<file path="src/rtl/mem_port_arbiter.sv">
// mem_port_arbiter: shares one memory request bus between an instruction-fetch
// port (IF) and a data-stage port (DM). One transaction is in flight at a time.
// The data port wins simultaneous requests. Define ARB_STARVE_GUARD_EN to add
// a fetch starvation counter: once fetch has waited MAX_WAIT cycles, it wins
// the next arbitration.
module mem_port_arbiter #(
  parameter int AW       = 32,
  parameter int DW       = 32,
  parameter int MAX_WAIT = 4
) (
  input  logic          clk,
  input  logic          srst,
  input  logic          if_req,
  input  logic [AW-1:0] if_addr,
  output logic          if_gnt,
  output logic          if_rvalid,
  output logic [DW-1:0] if_rdata,
  input  logic          dm_req,
  input  logic          dm_we,
  input  logic [AW-1:0] dm_addr,
  input  logic [DW-1:0] dm_wdata,
  output logic          dm_gnt,
  output logic          dm_rvalid,
  output logic [DW-1:0] dm_rdata,
  output logic          mem_req,
  output logic          mem_we,
  output logic [AW-1:0] mem_addr,
  output logic [DW-1:0] mem_wdata,
  input  logic          mem_ready,
  input  logic          mem_rvalid,
  input  logic [DW-1:0] mem_rdata,
  output logic          stall_if,
  output logic          stall_dm
);

  localparam logic [1:0] S_IDLE   = 2'd0;
  localparam logic [1:0] S_REQ    = 2'd1;
  localparam logic [1:0] S_WAIT_R = 2'd2;

  localparam logic OWN_IF = 1'b0;
  localparam logic OWN_DM = 1'b1;

  logic [1:0] state;
  logic       owner;

  logic accept;       // memory takes the request this cycle
  logic read_accept;  // ...and it is a read
  logic rdata_take;   // read data returns this cycle for the current owner
  logic if_pick;
  logic dm_pick;

  // Grants mirror mem_ready for the current owner while the request is up.
  assign accept      = (state == S_REQ) && mem_ready;
  assign read_accept = accept && !mem_we;
  assign rdata_take  = ((state == S_WAIT_R) && mem_rvalid) || (read_accept && mem_rvalid);

  assign if_gnt = accept && (owner == OWN_IF);
  assign dm_gnt = accept && (owner == OWN_DM);

  // A port stalls while its request is unanswered or its read data is not yet back.
  assign stall_if = (if_req && !if_gnt)
                  || ((state == S_WAIT_R) && (owner == OWN_IF))
                  || (read_accept && (owner == OWN_IF));
  assign stall_dm = (dm_req && !dm_gnt)
                  || ((state == S_WAIT_R) && (owner == OWN_DM))
                  || (read_accept && (owner == OWN_DM));

`ifdef ARB_STARVE_GUARD_EN
  localparam int CW = (MAX_WAIT < 1) ? 1 : $clog2(MAX_WAIT + 1);
  localparam logic [CW-1:0] CNT_MAX   = '1;
  localparam logic [CW-1:0] CNT_LIMIT = CW'(MAX_WAIT);

  logic [CW-1:0] starve_cnt;

  assign if_pick = if_req && (!dm_req || (starve_cnt >= CNT_LIMIT));

  // Count cycles fetch spends waiting; saturate, clear on its grant.
  always_ff @(posedge clk or posedge srst) begin
    if (srst) begin
      starve_cnt <= '0;
    end else if (if_gnt) begin
      starve_cnt <= '0;
    end else if (if_req && (starve_cnt != CNT_MAX)) begin
      starve_cnt <= starve_cnt + 1'b1;
    end
  end
`else
  assign if_pick = if_req && !dm_req;
`endif

  assign dm_pick = dm_req && !if_pick;

  // Arbitration FSM, registered memory bus and read-return registers.
  always_ff @(posedge clk or posedge srst) begin
    // NOTE: the async reset clears every register here, including the rdata
    // holding registers, so an abandoned read can never surface after reset.
    if (srst) begin
      state     <= S_IDLE;
      owner     <= OWN_IF;
      mem_req   <= 1'b0;
      mem_we    <= 1'b0;
      mem_addr  <= '0;
      mem_wdata <= '0;
      if_rvalid <= 1'b0;
      dm_rvalid <= 1'b0;
      if_rdata  <= '0;
      dm_rdata  <= '0;
    end else begin
      if_rvalid <= 1'b0;
      dm_rvalid <= 1'b0;

      case (state)
        S_IDLE: begin
          if (if_pick || dm_pick) begin
            owner     <= dm_pick ? OWN_DM : OWN_IF;
            mem_req   <= 1'b1;
            mem_addr  <= dm_pick ? dm_addr : if_addr;
            mem_we    <= dm_pick && dm_we;
            mem_wdata <= dm_pick ? dm_wdata : '0;
            state     <= S_REQ;
          end
        end
        S_REQ: begin
          if (mem_ready) begin
            mem_req <= 1'b0;
            mem_we  <= 1'b0;
            if (mem_we || mem_rvalid) begin
              state <= S_IDLE;
            end else begin
              state <= S_WAIT_R;
            end
          end
        end
        S_WAIT_R: begin
          if (mem_rvalid) begin
            state <= S_IDLE;
          end
        end
        default: state <= S_IDLE;
      endcase

      if (rdata_take) begin
        if (owner == OWN_DM) begin
          dm_rvalid <= 1'b1;
          dm_rdata  <= mem_rdata;
        end else begin
          if_rvalid <= 1'b1;
          if_rdata  <= mem_rdata;
        end
      end
    end
  end

endmodule

</file>
<file path="config.mk">
export PLATFORM = sky130hd
export DESIGN_NAME = mem_port_arbiter
export DESIGN_NICKNAME = d
export VERILOG_FILES = /design/src/rtl/mem_port_arbiter.sv
export SDC_FILE = /design/constraint.sdc
export NUM_CORES = 1
export LEC_CHECK = 0
export ABC_CLOCK_PERIOD_IN_PS = 5600
export CAP_MARGIN = 20
export CORE_UTILIZATION = 41
export CTS_CLUSTER_DIAMETER = 150
export DETAILED_ROUTE_END_ITERATION = 8
export GPL_ROUTABILITY_DRIVEN = 0
export PLACE_DENSITY = 0.8
export REMOVE_ABC_BUFFERS = 1
export SLEW_MARGIN = 30
export SYNTH_ARGS = -nofsm -noshare
export SYNTH_HDL_FRONTEND = slang
export SYNTH_SLANG_ARGS = --single-unit
</file>
<file path="constraint.sdc">
create_clock -name clk -period 5.6 [get_ports clk]
set_input_delay 1.4 -clock clk [delete_from_list [all_inputs] [get_ports clk]]
set_output_delay 1.4 -clock clk [all_outputs]
set_load 0.01 [all_outputs]
</file>
==> run summary <==
Largest net degree at the start of global routing -> 103
PortBufs -> 270
Mapped Cells -> 348
Sw Ratio -> 28.7%
Ys Warns -> 0
Finished Layout Cells -> 812
Power Dens Cells -> 564 nW/µm²
Sequential share of power -> 33.4%
Max-cap violations -> 0
# IOs -> 271
Worst hold-check path type -> flop to flop
Clock buffers created by TritonCTS -> 17
TNS Setup -> 0 ns
CTS Sinks -> 135
Post-route DRC -> 0
Critical Path RT -> 4.20 ns
Worst path arrival time -> 3.01 ns
Final wirelength -> 16000 µm
Core ar. -> 13400 µm²
Initial core utilization -> 42.4%
Pre-CTS setup slack -> 1.20 ns
Post-Syn Area -> 5690 µm²
Initial antenna violation count -> 0
Die Area -> 14300 µm²
DP Wirelength -> 11500 µm
CP peak stage delay -> 0.55 ns
Seq/Total Area, Yosys -> 59.4%
Post-CTS setup buffer count -> 0
Via count -> 4001
Clk_lat worst skew -> 0.42 ns
Placed inst area -> 8550 µm²
Period utilisation layout -> 78.7%
DRT iter0 DRCs -> 142
Worst R2R Setup Slack -> 3.54 ns
Clk slew on worst S/H paths -> 0.06 ns
Post-CTS sizing -> 0
Max Root-Sink Buffers -> 2
DR WL/cell -> 19.7 µm
P&R area growth vs syn -> 62.1%
Global-route wire length before repair -> 24500 µm
CP Launch Type -> primary input
Antenna-violating nets left -> 0
Die height -> 120 µm
Worst-Margin Slew -> 0.694 ns
Minimum clock period -> 4.41 ns
Critical Path, Cell by Cell -> clkdlybuf4s50_1 > nor2b_1 > a32o_1 > a21oi_1 > clkdlybuf4s50_1
Post-synthesis sequential element count -> 135
Crit. End Element -> primary output
Hold path start -> mem_req
Cts hold-fix bufs -> 0
Max rail drop VDD -> 0.360 mV
Worst setup margin -> 1.19 ns
CTS H-tree lvls -> 4
Vias in the first global route -> 4374
Root buffer cell -> clkbuf_16
Crit-path max FO -> 3
Fin. Hold Viols -> 0
Die X -> 120 µm
Antenna diode count -> 0
Unrepaired setup endpoints after global routing -> false
Fin Hold WS -> 0.500 ns
Pint -> 3.71 mW
Fillers -> 937
Slew headroom -> 53.8%
WS Path Type -> primary input to primary output
CP max-delay cell -> clkdlybuf4s50_1
Leakage -> 4.11 nW
Max Clk Rate -> 227 MHz
Hold path cells -> 1
Hold EP -> mem_req
Vias/cell -> 4.93
Placed Cells -> 780
CTS tree -> built
Final setup violation count -> 0
Post-Layout Inst Area -> 9220 µm²
Gate power share -> 42.5%
Final Util -> 68.8%
Status -> finished, final reports clean
Syn Area/Cell -> 16.3 µm²
Layout cell share with drive strength beyond 1 -> 27.5%
Clk_skew -> 0.00621 ns
Gr usage total -> 23.0%
Synth unique cells -> 22
1st-pass router iterations -> 5
R2R Path End -> if_rdata[24]
Final Max Tran Viols -> 0
Most frequent CP cell -> clkdlybuf4s50_1
Worst flop-to-flop path startpoint -> state[0]
Tot Pwr -> 5.20 mW
Net switching power -> 1.49 mW
Reg2reg path depth -> 4
Grt ovf -> 0
Row Count -> 42
Final net count -> 758
Clk pwr share -> 24.1%
[power groups by stage]
| stage | Clock, mW | Combinational, mW | Sequential (mW) |
|---|---|---|---|
| 6_report | 1.25 | 2.21 | 1.74 |
| 5_1_grt | 1.32 | 2.32 | 1.79 |
| 4_1_cts | 1.28 | 2.23 | 1.74 |
| 3_5_place_dp | 0 | 2.22 | 1.74 |
| 3_3_place_gp | 0 | 2.17 | 1.72 |
| 2_1_floorplan | 0 | 0.752 | 1.92 |
[logic make-up after synthesis]
logic type / count (synthesis) / share of synthesized area, %
DFF: 135 / 59.4
muxes: 128 / 29.2
AOI/OAI and AO/OA: 45 / 7.08
buffers and inverters: 28 / 3.10
and+or+nand+nor: 12 / 1.25
[routing by layer]
metal	vias to the layer above	routed length [µm]	track usage [%]
li1	1805	-	-
met1	1962	6270	26.6
met2	212	7680	37.3
met3	22	1700	9.60
met4	0	363	10.2
met5	-	0	0
[synth_stat cells]
master | count | share of area, %
dfrtp_1 | 135 | 59
o211ai_4 | 2 | 0.75
a21bo_2 | 1 | 0.18
nand2_1 | 1 | 0.066
buf_6 | 7 | 1.4
buf_2 | 9 | 0.79
a32o_1 | 3 | 0.53
nor3_1 | 1 | 0.088
and4bb_4 | 1 | 0.29
a21oi_1 | 4 | 0.35
a22o_1 | 32 | 4.9
buf_4 | 2 | 0.26
nor2b_1 | 1 | 0.11
mux2_2 | 70 | 14
nor3_2 | 1 | 0.18
a21o_1 | 2 | 0.26
clkbuf_1 | 4 | 0.26
o21ai_1 | 1 | 0.088
inv_1 | 6 | 0.40
mux2_4 | 58 | 15
nor2_1 | 6 | 0.40
and2b_1 | 1 | 0.13
[registers in the layout, indices dropped and copies added (netlist names)]
signal / cells
if_rvalid: 1
state: 2
mem_we: 1
owner: 1
mem_addr: 32
dm_rdata: 32
if_rdata: 32
mem_req: 1
dm_rvalid: 1
mem_wdata: 32
[cells in the final DEF, fill, tap and decap left out, drive strengths merged]
master         netlist  routed
and2b                1       1
a21oi                4       4
buf                 18       9
and4bb               1       1
nor2b                1       1
inv                  6       8
a21o                 2       2
a21bo                1       1
nor2                 6       6
clkdlybuf4s50        0     269
o21ai                1       1
nand2                1       1
nor3                 2       2
clkinv               0       2
a22o                32      32
mux2               128     128
dfrtp              135     135
a32o                 3       3
clkinvlp             0       1
o211ai               2       2
bufinv               0       5
clkbuf               4      22
[worst max-delay path: cells and delay by family]
| kind | cells | cell delay [ns] |
|---|---|---|
| buf+inv | 2 | 1.00 |
| compound gates | 2 | 0.43 |
| simple gates | 1 | 0.18 |
[layout make-up]
type	instances	area, µm²	area share, %
clock buffer	22	484	5.25
inverter	6	30.0	0.326
tap	176	220	2.39
clock inverter	10	189	2.05
timing repair buffer	278	2770	30.0
multi-input combinational	185	2150	23.3
sequential	135	3380	36.6
[worst max-delay path by stage]
stage                     startpoint     endpoint  slack, ns  cells past startpoint
final                      mem_ready     stall_dm       1.19                      5
after global routing       mem_ready       dm_gnt       1.11                      5
after CTS                  mem_ready     stall_if       1.20                      5
after detailed placement   mem_ready     stall_if       1.20                      5
after global placement     mem_ready     stall_dm       1.24                      5
after floorplan                 srst  dm_rdata[0]       0.59                      1
No activity file was read; power rests on OpenSTA's default activity.
